===== src/rtl/fft_seq_pkg.sv =====
// Shared constants and types for the 32-point radix-4 MDC frame sequencer.
// Ages count cycles since the accepting cycle (age 0).
package fft_seq_pkg;
  localparam int FRAME_LEN = 8;
  localparam int NUM_STG   = 5;
  localparam int AGE_W     = 6;
  localparam int TAGW      = 3;
  localparam int CNT_W     = 3;
  localparam int COOL_W    = $clog2(FRAME_LEN);
  localparam int OUT_OFS   = 30;
  localparam int RET       = OUT_OFS + FRAME_LEN - 1;

  typedef logic [AGE_W-1:0] age_t;
  typedef logic [TAGW-1:0]  tag_t;

  localparam age_t OUT_AGE = age_t'(OUT_OFS);
  localparam age_t RET_AGE = age_t'(RET);
  localparam logic [NUM_STG-1:0][AGE_W-1:0] OFS = {6'd26, 6'd21, 6'd17, 6'd7, 6'd3};

  typedef enum logic {SLOT_FREE = 1'b0, SLOT_RUN = 1'b1} slot_st_e;

  typedef struct packed {
    logic [NUM_STG-1:0] stg;
    logic               ov;
    logic               first;
    logic               last;
    tag_t               tag;
  } slot_out_t;
endpackage


===== src/rtl/fft_frame_sequencer_slot.sv =====
// One in-flight frame: active flag, age counter and tag, with decoded stage
// start matches and output-window flags.
module frame_slot
  import fft_seq_pkg::*;
(
  input  logic      clk,
  input  logic      rst_n,
  input  logic      alloc,
  input  logic      clr,
  input  tag_t      tag_in,
  output logic      active,
  output logic      retire,
  output slot_out_t so
);
  slot_st_e st_q, st_d;
  age_t     age_q, age_d;
  tag_t     tag_q, tag_d;

  always_comb begin
    st_d  = st_q;
    age_d = age_q;
    tag_d = tag_q;
    if (clr) begin
      st_d  = SLOT_FREE;
      age_d = '0;
    end else if (alloc) begin
      // accepting cycle is age 0, so the first registered age is 1
      st_d  = SLOT_RUN;
      age_d = age_t'(1);
      tag_d = tag_in;
    end else if (st_q == SLOT_RUN) begin
      if (age_q == RET_AGE) begin
        st_d  = SLOT_FREE;
        age_d = '0;
      end else begin
        age_d = age_q + age_t'(1);
      end
    end
  end

  always_ff @(posedge clk or negedge rst_n) begin
    if (!rst_n) begin
      st_q  <= SLOT_FREE;
      age_q <= '0;
      tag_q <= '0;
    end else begin
      st_q  <= st_d;
      age_q <= age_d;
      tag_q <= tag_d;
    end
  end

  assign active = (st_q == SLOT_RUN);
  assign retire = active && (age_q == RET_AGE);

  always_comb begin
    so = '0;
    for (int k = 0; k < NUM_STG; k++) so.stg[k] = active && (age_q == OFS[k]);
    so.ov    = active && (age_q >= OUT_AGE) && (age_q <= RET_AGE);
    so.first = active && (age_q == OUT_AGE);
    so.last  = retire;
    so.tag   = so.ov ? tag_q : '0;
  end
endmodule


===== src/rtl/fft_frame_sequencer.sv =====
// Multi-frame scheduler: accepts frame starts, allocates a slot per frame,
// enforces FRAME_LEN spacing and ORs slot outputs into stage pulses and the output window.
module fft_frame_sequencer
  import fft_seq_pkg::*;
#(
  parameter int MAX_INFLIGHT = 5
) (
  input  logic               CLK,
  input  logic               RST,
  input  logic               IN_VALID,
  input  tag_t               IN_TAG,
  output logic               IN_READY,
  input  logic               SOFT_CLR,
  output logic [NUM_STG-1:0] STG_START,
  output logic               OUT_VALID,
  output logic               OUT_FIRST,
  output logic               OUT_LAST,
  output tag_t               OUT_TAG,
  output logic [CNT_W-1:0]   INFLIGHT,
  output logic               BUSY
);
  if (RET >= (1 << AGE_W) - 1) begin : g_bad_ret
    $error("frame age would wrap before retire");
  end
  if (MAX_INFLIGHT < 1 || MAX_INFLIGHT >= (1 << CNT_W)) begin : g_bad_slots
    $error("MAX_INFLIGHT does not fit the INFLIGHT count");
  end

  logic [MAX_INFLIGHT-1:0] act, ret, alloc;
  slot_out_t [MAX_INFLIGHT-1:0] so;
  logic [COOL_W-1:0] cool_q, cool_d;
  logic rdy_en_q, rdy_en_d;
  logic [CNT_W-1:0] n_act, n_ret;
  logic accept, found;
  logic [NUM_STG-1:0] stg_multi;

  for (genvar i = 0; i < MAX_INFLIGHT; i++) begin : g_slot
    frame_slot u_slot (
      .clk    (CLK),
      .rst_n  (RST),
      .alloc  (alloc[i]),
      .clr    (SOFT_CLR),
      .tag_in (IN_TAG),
      .active (act[i]),
      .retire (ret[i]),
      .so     (so[i])
    );
  end

  always_comb begin
    n_act = '0;
    n_ret = '0;
    for (int i = 0; i < MAX_INFLIGHT; i++) begin
      n_act = n_act + CNT_W'(act[i]);
      n_ret = n_ret + CNT_W'(ret[i]);
    end
    // a retiring slot frees its place in the same cycle
    IN_READY = rdy_en_q && !SOFT_CLR && (cool_q == '0) &&
               ((n_act - n_ret) < CNT_W'(MAX_INFLIGHT));
    accept = IN_VALID && IN_READY;
    alloc  = '0;
    found  = 1'b0;
    for (int i = 0; i < MAX_INFLIGHT; i++) begin
      if (!found && (!act[i] || ret[i])) begin
        alloc[i] = accept;
        found    = 1'b1;
      end
    end
    cool_d = cool_q;
    if (SOFT_CLR)            cool_d = '0;
    else if (accept)         cool_d = COOL_W'(FRAME_LEN - 1);
    else if (cool_q != '0)   cool_d = cool_q - COOL_W'(1);
    rdy_en_d = 1'b1;
  end

  always_ff @(posedge CLK or negedge RST) begin
    if (!RST) begin
      cool_q   <= '0;
      rdy_en_q <= 1'b0;
    end else begin
      cool_q   <= cool_d;
      rdy_en_q <= rdy_en_d;
    end
  end

  always_comb begin
    STG_START = '0;
    OUT_VALID = 1'b0;
    OUT_FIRST = 1'b0;
    OUT_LAST  = 1'b0;
    OUT_TAG   = '0;
    for (int i = 0; i < MAX_INFLIGHT; i++) begin
      STG_START = STG_START | so[i].stg;
      OUT_VALID = OUT_VALID | so[i].ov;
      OUT_FIRST = OUT_FIRST | so[i].first;
      OUT_LAST  = OUT_LAST  | so[i].last;
      OUT_TAG   = OUT_TAG   | so[i].tag;
    end
  end

  assign INFLIGHT = n_act;
  assign BUSY     = (n_act != '0);

  // frame spacing keeps each stage pulse owned by a single slot
  always_comb begin
    stg_multi = '0;
    for (int k = 0; k < NUM_STG; k++)
      for (int i = 0; i < MAX_INFLIGHT; i++)
        for (int j = i + 1; j < MAX_INFLIGHT; j++)
          if (so[i].stg[k] && so[j].stg[k]) stg_multi[k] = 1'b1;
  end

  always_ff @(posedge CLK) begin
    if (RST) assert (stg_multi == '0) else $error("stage start owned by two frames");
  end
endmodule


===== config.mk =====
export PLATFORM = sky130hd
export DESIGN_NAME = fft_frame_sequencer
export DESIGN_NICKNAME = d
export VERILOG_FILES = /design/src/rtl/fft_seq_pkg.sv /design/src/rtl/fft_frame_sequencer_slot.sv /design/src/rtl/fft_frame_sequencer.sv
export SDC_FILE = /design/constraint.sdc
export NUM_CORES = 1
export LEC_CHECK = 0
export CELL_PAD_IN_SITES_DETAIL_PLACEMENT = 2
export CELL_PAD_IN_SITES_GLOBAL_PLACEMENT = 2
export CORE_MARGIN = 2
export CORE_UTILIZATION = 38
export DETAILED_ROUTE_END_ITERATION = 8
export PLACE_DENSITY_LB_ADDON = 0.15
export SKIP_LAST_GASP = 1
export SYNTH_ARGS = -nofsm -noshare
export SYNTH_HDL_FRONTEND = slang
export SYNTH_SLANG_ARGS = --single-unit

===== constraint.sdc =====
create_clock -name CLK -period 5.45 [get_ports CLK]
set_input_delay 0.8175 -clock CLK [delete_from_list [all_inputs] [get_ports CLK]]
set_output_delay 0.8175 -clock CLK [all_outputs]
set_load 0.01 [all_outputs]

==> metrics, run 1 <==
Warnings, synthesis 0; leakage power of the design 1.828 nW; clock slew at the register clock pins of the worst setup and hold paths 0.12 ns; total routing usage reported by global routing 0.2391; Boundary Pins 23; total congestion overflow 0; number of buffers on the longest clock path 2; clock period minus worst slack 5.258 ns; DR WL/cell 21.21 µm; final hold violation count 0; Net Sw Frac 0.2956; cell with the most instances after synthesis dfrtp_1; skew final 0.01202 ns; area share of xor/xnor cells in the synthesized design 0.03420; worst slack at placement 0.2707 ns; CP Data Arrival Time 4.44 ns; setup repair after global routing missed its margin no; biggest fanout along the worst timing path 4; GP Congestion 0.8727; synthesis-stage register bit count 54; number of global-route vias before repair 3749; P_sw 270.9 µW; mean number of vias per cell 5.847; EDFF count, synth 0; Setup Viol. Count Final 0; post-synthesis simple-gate area fraction 0.2168; detailed placement HPWL 9.083 mm; CP Launch Type register; DRC 0; proportion of synthesized area in mux cells 0.05421; proportion of synthesized chip area in sequential cells 0.3485; Peak VDD IR 129.7 µV; Total Negative Setup Slacks 0 ns; proportion of power drawn by combinational gates 0.177; max-slew headroom at the worst pin 0.4266; nets@finish 488; fraction of the mapped netlist area in adder cells 0.1129; total die area 0.01103 mm²; synthesized area divided by synthesized cell count 9.081 µm²; buffer type at the clock tree root clkbuf_8; actual slew at the worst max-slew pin 0.8512 ns; part of the power in the clock network 0.327; largest cells by area after synthesis dfrtp_1 35%, ha_1 8.7%, nand3_1 4.3%, inv_1 3.6%, mux2_2 3.5%; Setup CP Type register to primary output; final antenna-violating net count 0; starting utilization of the core area 0.3949; dominant cell type by area after synthesis dfrtp_1; slack of the critical path 0.1924 ns; most frequent cells after synthesis 54 x dfrtp_1, 37 x inv_1, 33 x nand3_1; Fmax achieved 0.1902 GHz; relative contribution of sequential cells to total power 0.496; max-capacitance violation count 0; cell area after synthesis 0.003877 mm²; CTS tree built; number of CTS-inserted buffers 5; clock latency on the worst-skew pair 0.33 ns; compound-cell area share of the yosys netlist 0.1746; portion of synthesized cell area occupied by the leading cell type 0.3485; required arrival time at the worst endpoint 4.63 ns; port buffer count 22; H-tree lvl count 2; Die Span Y 105.0 µm; core region area 0.009819 mm²; Max Slew Vio Count 0; Synth Instances 427; Syn Nets 466; largest net degree at the start of global routing 55; Crit. End Element primary output; num rows 36; width of the die 105.0 µm; number of distinct standard cells referenced by the synthesized netlist 63; result of the run completed; DRT Wirelength 12.37 mm; CTS sink cnt 54; total number of vias 3409; Int Pwr 645.5 µW; global-route wire length before repair 20.78 mm; pwr/cell area 207.3 mW/mm²; combinational family with the most area after synthesis simple AND/OR/NAND/NOR gates; async set or reset register ratio after synthesis 1.000; Hold Crit Class register to register; Pre-Repair DR Iteration Count 4; final clock period utilization by the worst path 0.9647; Layout area overhead 14.00%; share of post-route cells with drive strength above 1 0.1222; Antenna Cells 0; number of antenna violations at the first check in global routing 0; number of buffers inserted by hold repair at cts 0; top flip-flop cell by instance count after synthesis dfrtp_1; first-iteration detailed-routing DRC count 180
[registers in the layout, indices dropped and copies added (netlist names)]
name                  count
cool_q                    3
g_slot.u_slot.active      5
g_slot.u_slot.age_q      30
g_slot.u_slot.tag_q      15
rdy_en_q                  1
[cell type report]
class / count / area (µm²)
sequential: 54 / 1354
tap: 133 / 166.4
fill: 1117 / 5399
clock buffer: 5 / 68.82
multi-input combinational: 315 / 2328
clock inverter: 3 / 47.55
timing repair buffer: 35 / 312.8
inverter: 38 / 142.6
[path summary, 6_finish.rpt]
check / startpoint / to / slack, ns / depth (start not counted)
max: g_slot[1].u_slot.active / IN_READY / 0.19 / 14
min: g_slot[1].u_slot.tag_q[1] / g_slot[1].u_slot.tag_q[1] / 0.52 / 1
max reg2reg: g_slot[1].u_slot.active / g_slot[1].u_slot.tag_q[0] / 0.56 / 16
min reg2reg: g_slot[1].u_slot.tag_q[1] / g_slot[1].u_slot.tag_q[1] / 0.52 / 1
max in group asynchronous: RST / g_slot[3].u_slot.age_q[1] / 4.31 / 2
min in group asynchronous: RST / g_slot[4].u_slot.age_q[5] / 0.62 / 2
[power groups by stage]
stage                     combinational [mW]  clock [mW]  sequential, mW
after floorplan                        0.107           0           0.456
after CTS                              0.166       0.308           0.456
after global placement                 0.155           0           0.460
final                                  0.162       0.300           0.455
after detailed placement               0.165           0           0.464
after global routing                   0.184       0.323           0.461
[logic make-up (layout without fill, tap and decap cells)]
kind of cell | Yosys count | count (layout)
buffers and inverters | 58 | 81
xor gates and xnor gates | 12 | 12
other | 1 | 1
and+or+nand+nor | 156 | 156
DFF | 54 | 54
AOI/OAI and AO/OA | 96 | 96
muxes | 18 | 18
adders and majority gates | 32 | 32
[cells in the final DEF, fill, tap and decap left out, types with 5 or more instances in the layout]
cell,count
xnor2_1,7
or3_1,5
o21ai_0,16
buf_4,13
mux2_2,12
nor3_1,11
a31oi_1,5
inv_1,35
clkdlybuf4s50_1,21
nand2_1,22
clkbuf_8,5
dfrtp_1,52
a22oi_1,5
a21oi_1,23
nand3_1,33
ha_1,26
nor2b_1,9
nand4_1,12
nor2_1,31
[routing by layer]
layer  part of all wire  up-vias  track usage
li1                   -     1587            -
met1               0.45     1749       0.3213
met4              0.023        0      0.06762
met5                  0        -            0
met3              0.030       17      0.02558
met2               0.50       56       0.4068
[critical path, cell delays in order (launching register included)]
cell and delay (ns):
dfrtp_2 0.45, inv_2 0.12, fa_2 0.49, fa_1 0.42, inv_1 0.12, ha_4 0.17
xnor2_1 0.08, ha_1 0.18, a21o_1 0.17, fa_1 0.48, fa_1 0.41, xnor3_1 0.23
o21ai_4 0.09, and2_1 0.16, clkdlybuf4s50_1 0.54
[through the flow]
| step | utilization | area, µm² | std cells | hold slack (ns) | power [mW] |
|---|---|---|---|---|---|
| final | 0.4502 | 4420 | 583 | 0.5206 | 0.9163 |
| after global routing | 0.4502 | 4420 | 583 | 0.5510 | 0.9680 |
| after CTS | 0.4457 | 4377 | 581 | 0.5272 | 0.9293 |
| after detailed placement | 0.4331 | 4253 | 572 | 0.4994 | 0.6283 |
| after global placement | 0.4331 | 4253 | 572 | 0.4892 | 0.6160 |
| after floorplan | - | 3877 | 427 | 0.4802 | 0.5627 |
[timing repair]
item	CTS	global route
endpoints found under the setup margin	1	1
resized for setup	0	9
hold endpoints to repair	0	0
buffers inserted	1	2
pin swaps	1	0
(Power assumes the default switching activity.)
==> run 2, diff against run 1 <==
==> constraint.sdc (replaced) <==
create_clock -name CLK -period 5.45 [get_ports CLK]
set_input_delay 1.09 -clock CLK [delete_from_list [all_inputs] [get_ports CLK]]
set_output_delay 1.09 -clock CLK [all_outputs]
set_load 0.01 [all_outputs]
==> run 2 against run 1 <==
Compared with the run above:
- non-clock buffer count rose by 7
- core utilization grew 0.51 points
- final cell count is 1.2% higher
- first-iteration DRC count increased by 6.1%
- hold slack worse by 0.0026 ns
- clock-buffer cell count is the same
- flip-flop and latch count stayed put
- combinational power about the same
- setup slack worse by 0.0031 ns
- total power fell by 4.8%
- largest cell class unchanged
==> metrics, run 2 (synthesis results as in run 1) <==
result of the run completed; global-route wire length before repair 21.31 mm (+2.5%); DRC 0 (unchanged); max-slew headroom at the worst pin 0.4282 (+0.001657); share of post-route cells with drive strength above 1 0.1400 (+0.01782); Setup Viol. Count Final 0 (unchanged); nets@finish 495 (+1.4%); number of buffers inserted by hold repair at cts 0 (unchanged); leading cell types in the layout, fill and taps excluded 51 x dfrtp_1, 36 x inv_1, 32 x nand3_1; max-capacitance violation count 0 (unchanged); Die Span Y 105.0 µm (unchanged); total routing usage reported by global routing 0.2448 (+0.005668); detailed placement HPWL 9.508 mm (+4.7%); Peak VDD IR 110.3 µV (-15%); width of the die 105.0 µm (unchanged); CTS tree built; skew final 0.01006 ns (-0.001955 ns); start point of the worst hold path g_slot[1].u_slot.tag_q[1]; actual slew at the worst max-slew pin 0.8487 ns (-0.002460 ns); Hold Crit Class register to register; port buffer count 22 (unchanged); CP Launch Type register; mean number of vias per cell 5.758 (-1.5%); worst hold path depth 1 (unchanged); GP Congestion 0.8323 (-4.6%); CTS sink cnt 54 (unchanged); required arrival time at the worst endpoint 4.36 ns (-0.27 ns); number of CTS-inserted buffers 5 (unchanged); biggest fanout along the worst timing path 8 (+4); reg-to-reg startpoint g_slot[0].u_slot.age_q[3]; number of antenna violations at the first check in global routing 0 (unchanged); fraction of the core area covered by cells at the end of the flow 0.4553 (+0.005097); timing startpoint of the critical path g_slot[0].u_slot.age_q[3]; terminating pin of the worst hold path g_slot[1].u_slot.tag_q[1]; Setup CP Type register to primary output; total die area 0.01103 mm² (unchanged); CP Data Arrival Time 4.17 ns (-0.27 ns); Crit. End Element primary output; H-tree lvl count 2 (unchanged); largest net degree at the start of global routing 55 (unchanged); first-iteration detailed-routing DRC count 191 (+6.1%); total congestion overflow 0 (unchanged); DRT Wirelength 12.73 mm (+3.0%); fillcell total 1120 (+0.27%); num rows 36 (unchanged); number of buffers on the longest clock path 2 (unchanged); final clock period utilization by the worst path 0.9653 (about the same); area of combinational cells with multiple inputs 0.002345 mm² (+0.70%); leading cell type in the layout, fill and taps excluded dfrtp_1; DR WL/cell 21.58 µm (+1.7%); max FFs per register 30 (unchanged); slack of the critical path 0.1892 ns (-0.003112 ns); Fmax achieved 0.1901 GHz (about the same); clock latency on the worst-skew pair 0.33 ns (about the same); Antenna Cells 0 (unchanged); Total Power Consumption 872.0 µW (-4.8%); starting utilization of the core area 0.3949 (unchanged); final antenna-violating net count 0 (unchanged); Layout area overhead 15.30%; clock slew at the register clock pins of the worst setup and hold paths 0.11 ns (about the same); Max Slew Vio Count 0 (unchanged); leakage power of the design 1.856 nW (+1.5%); total number of vias 3397 (-0.35%); reg2reg path depth 14 (-2); register with the most flip-flops g_slot.u_slot.age_q; worst slack at placement 0.04073 ns (-0.2299 ns); register-to-register setup slack 0.58 ns (+0.02 ns); Reg-to-Reg End g_slot[4].u_slot.tag_q[2]; Pre-Repair DR Iteration Count 4 (unchanged); buffer type at the clock tree root clkbuf_8; core region area 0.009819 mm² (unchanged); area taken by flip-flops and latches 0.001355 mm² (about the same); clock period minus worst slack 5.261 ns (+0.003112 ns); Boundary Pins 23 (unchanged); final hold violation count 0 (unchanged); pwr/cell area 195.1 mW/mm² (-5.9%); number of global-route vias before repair 3828 (+2.1%)
-- run 2: cell count changes in the layout (fill, tap and decap cells not counted), sizes merged --
cell           delta
buf               +7
bufinv            -1
clkdlybuf4s50     -1
clkinv            +1
dlygate4sd2       +1
-- run 2: layout make-up --
type                            instances  area share
Multi-Input combinational cell        315      0.5245
Sequential cell                        54      0.3031
Timing Repair Buffer                   42     0.08144
Tap cell                              133     0.03722
Inverter                               38     0.03191
Clock buffer                            5     0.01539
Clock inverter                          3    0.006437
-- run 2: power breakdown --
part           total [mW]  switching, mW  internal (mW)
clock               0.257          0.161         0.0959
sequential          0.453         0.0215          0.432
combinational       0.162         0.0894         0.0726
total               0.872          0.272          0.600
-- run 2: critical path, stage by stage (launching register included) --
cell	delay [ns]
dfrtp_2	0.48
or3b_2	0.52
nor2_2	0.15
nand2_1	0.11
fa_1	0.50
ha_1	0.23
a21o_1	0.18
fa_1	0.50
fa_1	0.41
xnor3_1	0.26
o21ai_4	0.07
and2_1	0.14
dlygate4sd2_1	0.28
-- run 2: what timing repair did --
item / CTS / global route
gates resized for setup: 6 / 7
buffers inserted: 2 / 0
pin swaps: 1 / 1
setup endpoints to repair: 1 / 1
cloned: 0 / 0
-- run 2: metrics by stage --
step	setup TNS, ns	cells	hold WS (ns)	area (µm²)
floorplan	0	427	0.4802	3877
global placement	0	580	0.4891	4313
detailed placement	0	580	0.4982	4313
CTS	0	590	0.5261	4443
global route	-0.003484	590	0.5385	4471
finish	0	590	0.5180	4471
-- run 2: worst max-delay path by stage --
stage | to | cells past startpoint
global route | IN_READY | 14
CTS | IN_READY | 14
global placement | IN_READY | 13
floorplan | IN_READY | 14
finish | IN_READY | 12
detailed placement | IN_READY | 13
-- run 2: metal layers --
layer  GRT usage  up-vias  share of wire
li1            -     1600              -
met1      0.3224     1733           0.44
met2      0.4235       51           0.51
met3     0.03805       13          0.035
met4     0.05238        0          0.014
met5           0        -              0
==> run 3, diff against run 2 <==
--- a/config.mk
+++ b/config.mk
@@ -9,6 +9,7 @@
 export CELL_PAD_IN_SITES_GLOBAL_PLACEMENT = 2
 export CORE_MARGIN = 2
 export CORE_UTILIZATION = 38
+export CTS_BUF_LIST = sky130_fd_sc_hd__clkbuf_16
 export DETAILED_ROUTE_END_ITERATION = 8
 export PLACE_DENSITY_LB_ADDON = 0.15
 export SKIP_LAST_GASP = 1
==> run 3 against run 2 <==
Compared with the run above:
- combinational power about the same
- final area increased by 0.90%
- clock-buffer cell count unchanged
- sequential share of layout area fell by 0.35 points
- register-to-register slack about the same
- final cell count stayed put
==> metrics, run 3 (synthesis results as in run 1) <==
dominant cell type by count on the critical path fa_1; final antenna-violating net count 0 (unchanged); result of the run completed; number of CTS-inserted buffers 5 (unchanged); detailed placement HPWL 9.508 mm (unchanged); pwr/cell area 214.0 mW/mm² (+9.7%); largest net degree at the start of global routing 55 (unchanged); Top delay family on crit path adder cells; Layout area overhead 16.33%; nets@finish 495 (unchanged); share of post-route cells with drive strength above 1 0.1313 (-0.008753); global-route wire length before repair 21.44 mm (+0.61%); CP Launch Type register; total congestion overflow 0 (unchanged); DRC 0 (unchanged); max-capacitance violation count 0 (unchanged); met2 usage 0.4341 (+0.01067); setup repair after global routing missed its margin no; slowest stage delay, CP 0.50 ns (-0.02 ns); final hold violation count 0 (unchanged); total routing usage reported by global routing 0.2470 (+0.002208); starting utilization of the core area 0.3949 (unchanged); Antenna Cells 0 (unchanged); total die area 0.01103 mm² (unchanged); first-iteration detailed-routing DRC count 174 (-8.9%); total number of vias 3428 (+0.91%); H-tree lvl count 2 (unchanged); fillcell total 1120 (unchanged); cell area after placement 0.004313 mm² (unchanged); DR WL/cell 21.87 µm (+1.3%); buffer type at the clock tree root clkbuf_16; Pre-Repair DR Iteration Count 4 (unchanged); register with the most flip-flops g_slot.u_slot.age_q; clock period minus worst slack 5.241 ns (-0.02024 ns); GP Congestion 0.8323 (unchanged); slack of the critical path 0.2095 ns (+0.02024 ns); CTS tree built; Boundary Pins 23 (unchanged); met1 capacity usage during global routing 0.3235 (+0.001042); num rows 36 (unchanged); start point of the worst hold path g_slot[1].u_slot.tag_q[1]; final clock period utilization by the worst path 0.9616 (-0.003714); mean number of vias per cell 5.810 (+0.91%); most utilized layer in the global route result met2; max-slew headroom at the worst pin 0.5000 (+0.07177); max FFs per register 30 (unchanged); series of cell instances along the critical path clkinv_1, fa_1, fa_1, inv_1, ha_2, xnor2_1, ha_1, a21o_1, fa_1, fa_1, xnor3_1, o21ai_4, and2_1, dlygate4sd2_1; Crit. End Element primary output; port buffer count 22 (unchanged); number of global-route vias before repair 3850 (+0.57%); required arrival time at the worst endpoint 4.36 ns (about the same); met3 Use GR 0.03057 (-0.007486); actual slew at the worst max-slew pin 0.7419 ns (-0.1068 ns); Setup CP Type register to primary output; clock latency on the worst-skew pair 0.31 ns (-0.02 ns); cell area after layout 0.004511 mm² (+0.90%); leading cell types in the layout, fill and taps excluded 54 x dfrtp_1, 36 x inv_1, 32 x nand3_1; worst slack at placement 0.04073 ns (unchanged); Hold Crit Class register to register; CTS sink cnt 54 (unchanged); CP Data Arrival Time 4.15 ns (-0.02 ns); timing startpoint of the critical path g_slot[0].u_slot.active; leading cell type in the layout, fill and taps excluded dfrtp_1; Total Negative Setup Slacks 0 ns (unchanged); DRT Wirelength 12.90 mm (+1.3%); skew final 0.006560 ns (-0.003500 ns); biggest fanout along the worst timing path 4 (-4); Max Slew Vio Count 0 (unchanged); Setup Viol. Count Final 0 (unchanged); Fmax achieved 0.1908 GHz (+0.39%); reg-to-reg startpoint g_slot[0].u_slot.active; Slowest cell on crit path fa_1; leakage power of the design 1.888 nW (+1.7%); number of buffers on the longest clock path 2 (unchanged); number of antenna violations at the first check in global routing 0 (unchanged); width of the die 105.0 µm (unchanged); clock slew at the register clock pins of the worst setup and hold paths 0.08 ns (-0.03 ns); Die Span Y 105.0 µm (unchanged); Peak VDD IR 150.4 µV (+36%); Worst Hold Slack 0.5126 ns (-0.005377 ns); number of buffer and inverter instances along the worst setup path 3 (+2); core region area 0.009819 mm² (unchanged)
[run 3: cell counts in the layout (fill, tap and decap cells not counted)]
No cell type changed its count.
[run 3: layout make-up]
type,count,area (µm²),share of cell area
repair buffers,42,364.1,0.08072
clock buffers,5,125.1,0.02774
inverters,38,142.6,0.03162
multi-input cells,315,2332,0.5171
well taps,133,166.4,0.03689
flip-flops and latches,54,1351,0.2996
clock inverters,3,28.78,0.006380
[run 3: per-layer routing]
metal,share of wire,up-vias
li1,-,1606
met3,0.033,14
met2,0.51,57
met1,0.44,1751
met5,0,-
met4,0.014,0
[run 3: worst paths after layout]
kind,to,slack (ns),depth (start not counted)
min in group asynchronous,g_slot[4].u_slot.age_q[3],0.91,2
max in group asynchronous,g_slot[0].u_slot.age_q[4],4.01,2
max reg2reg,g_slot[4].u_slot.tag_q[2],0.59,16
min reg2reg,g_slot[1].u_slot.tag_q[1],0.51,1
max,IN_READY,0.21,14
min,g_slot[1].u_slot.tag_q[1],0.51,1
[run 3: timing repair]
action	CTS	global route
gates resized for setup	5	3
buffers inserted	2	0
hold buffers	0	0
setup endpoints to repair	1	1
pin swaps	1	1
hold endpoints to repair	0	0
[run 3: where the power goes]
part / leakage (nW) / switching [mW] / internal [mW]
registers: 0.742 / 0.0215 / 0.432
clock network: 0.0759 / 0.174 / 0.176
logic: 1.07 / 0.0894 / 0.0725
[run 3: metrics by stage]
stage                 util  power [mW]  cells
CTS                 0.4577      0.9793    590
global placement    0.4392      0.6158    580
global route        0.4594       1.007    590
finish              0.4594      0.9654    590
detailed placement  0.4392      0.6271    580
floorplan                -      0.5627    427
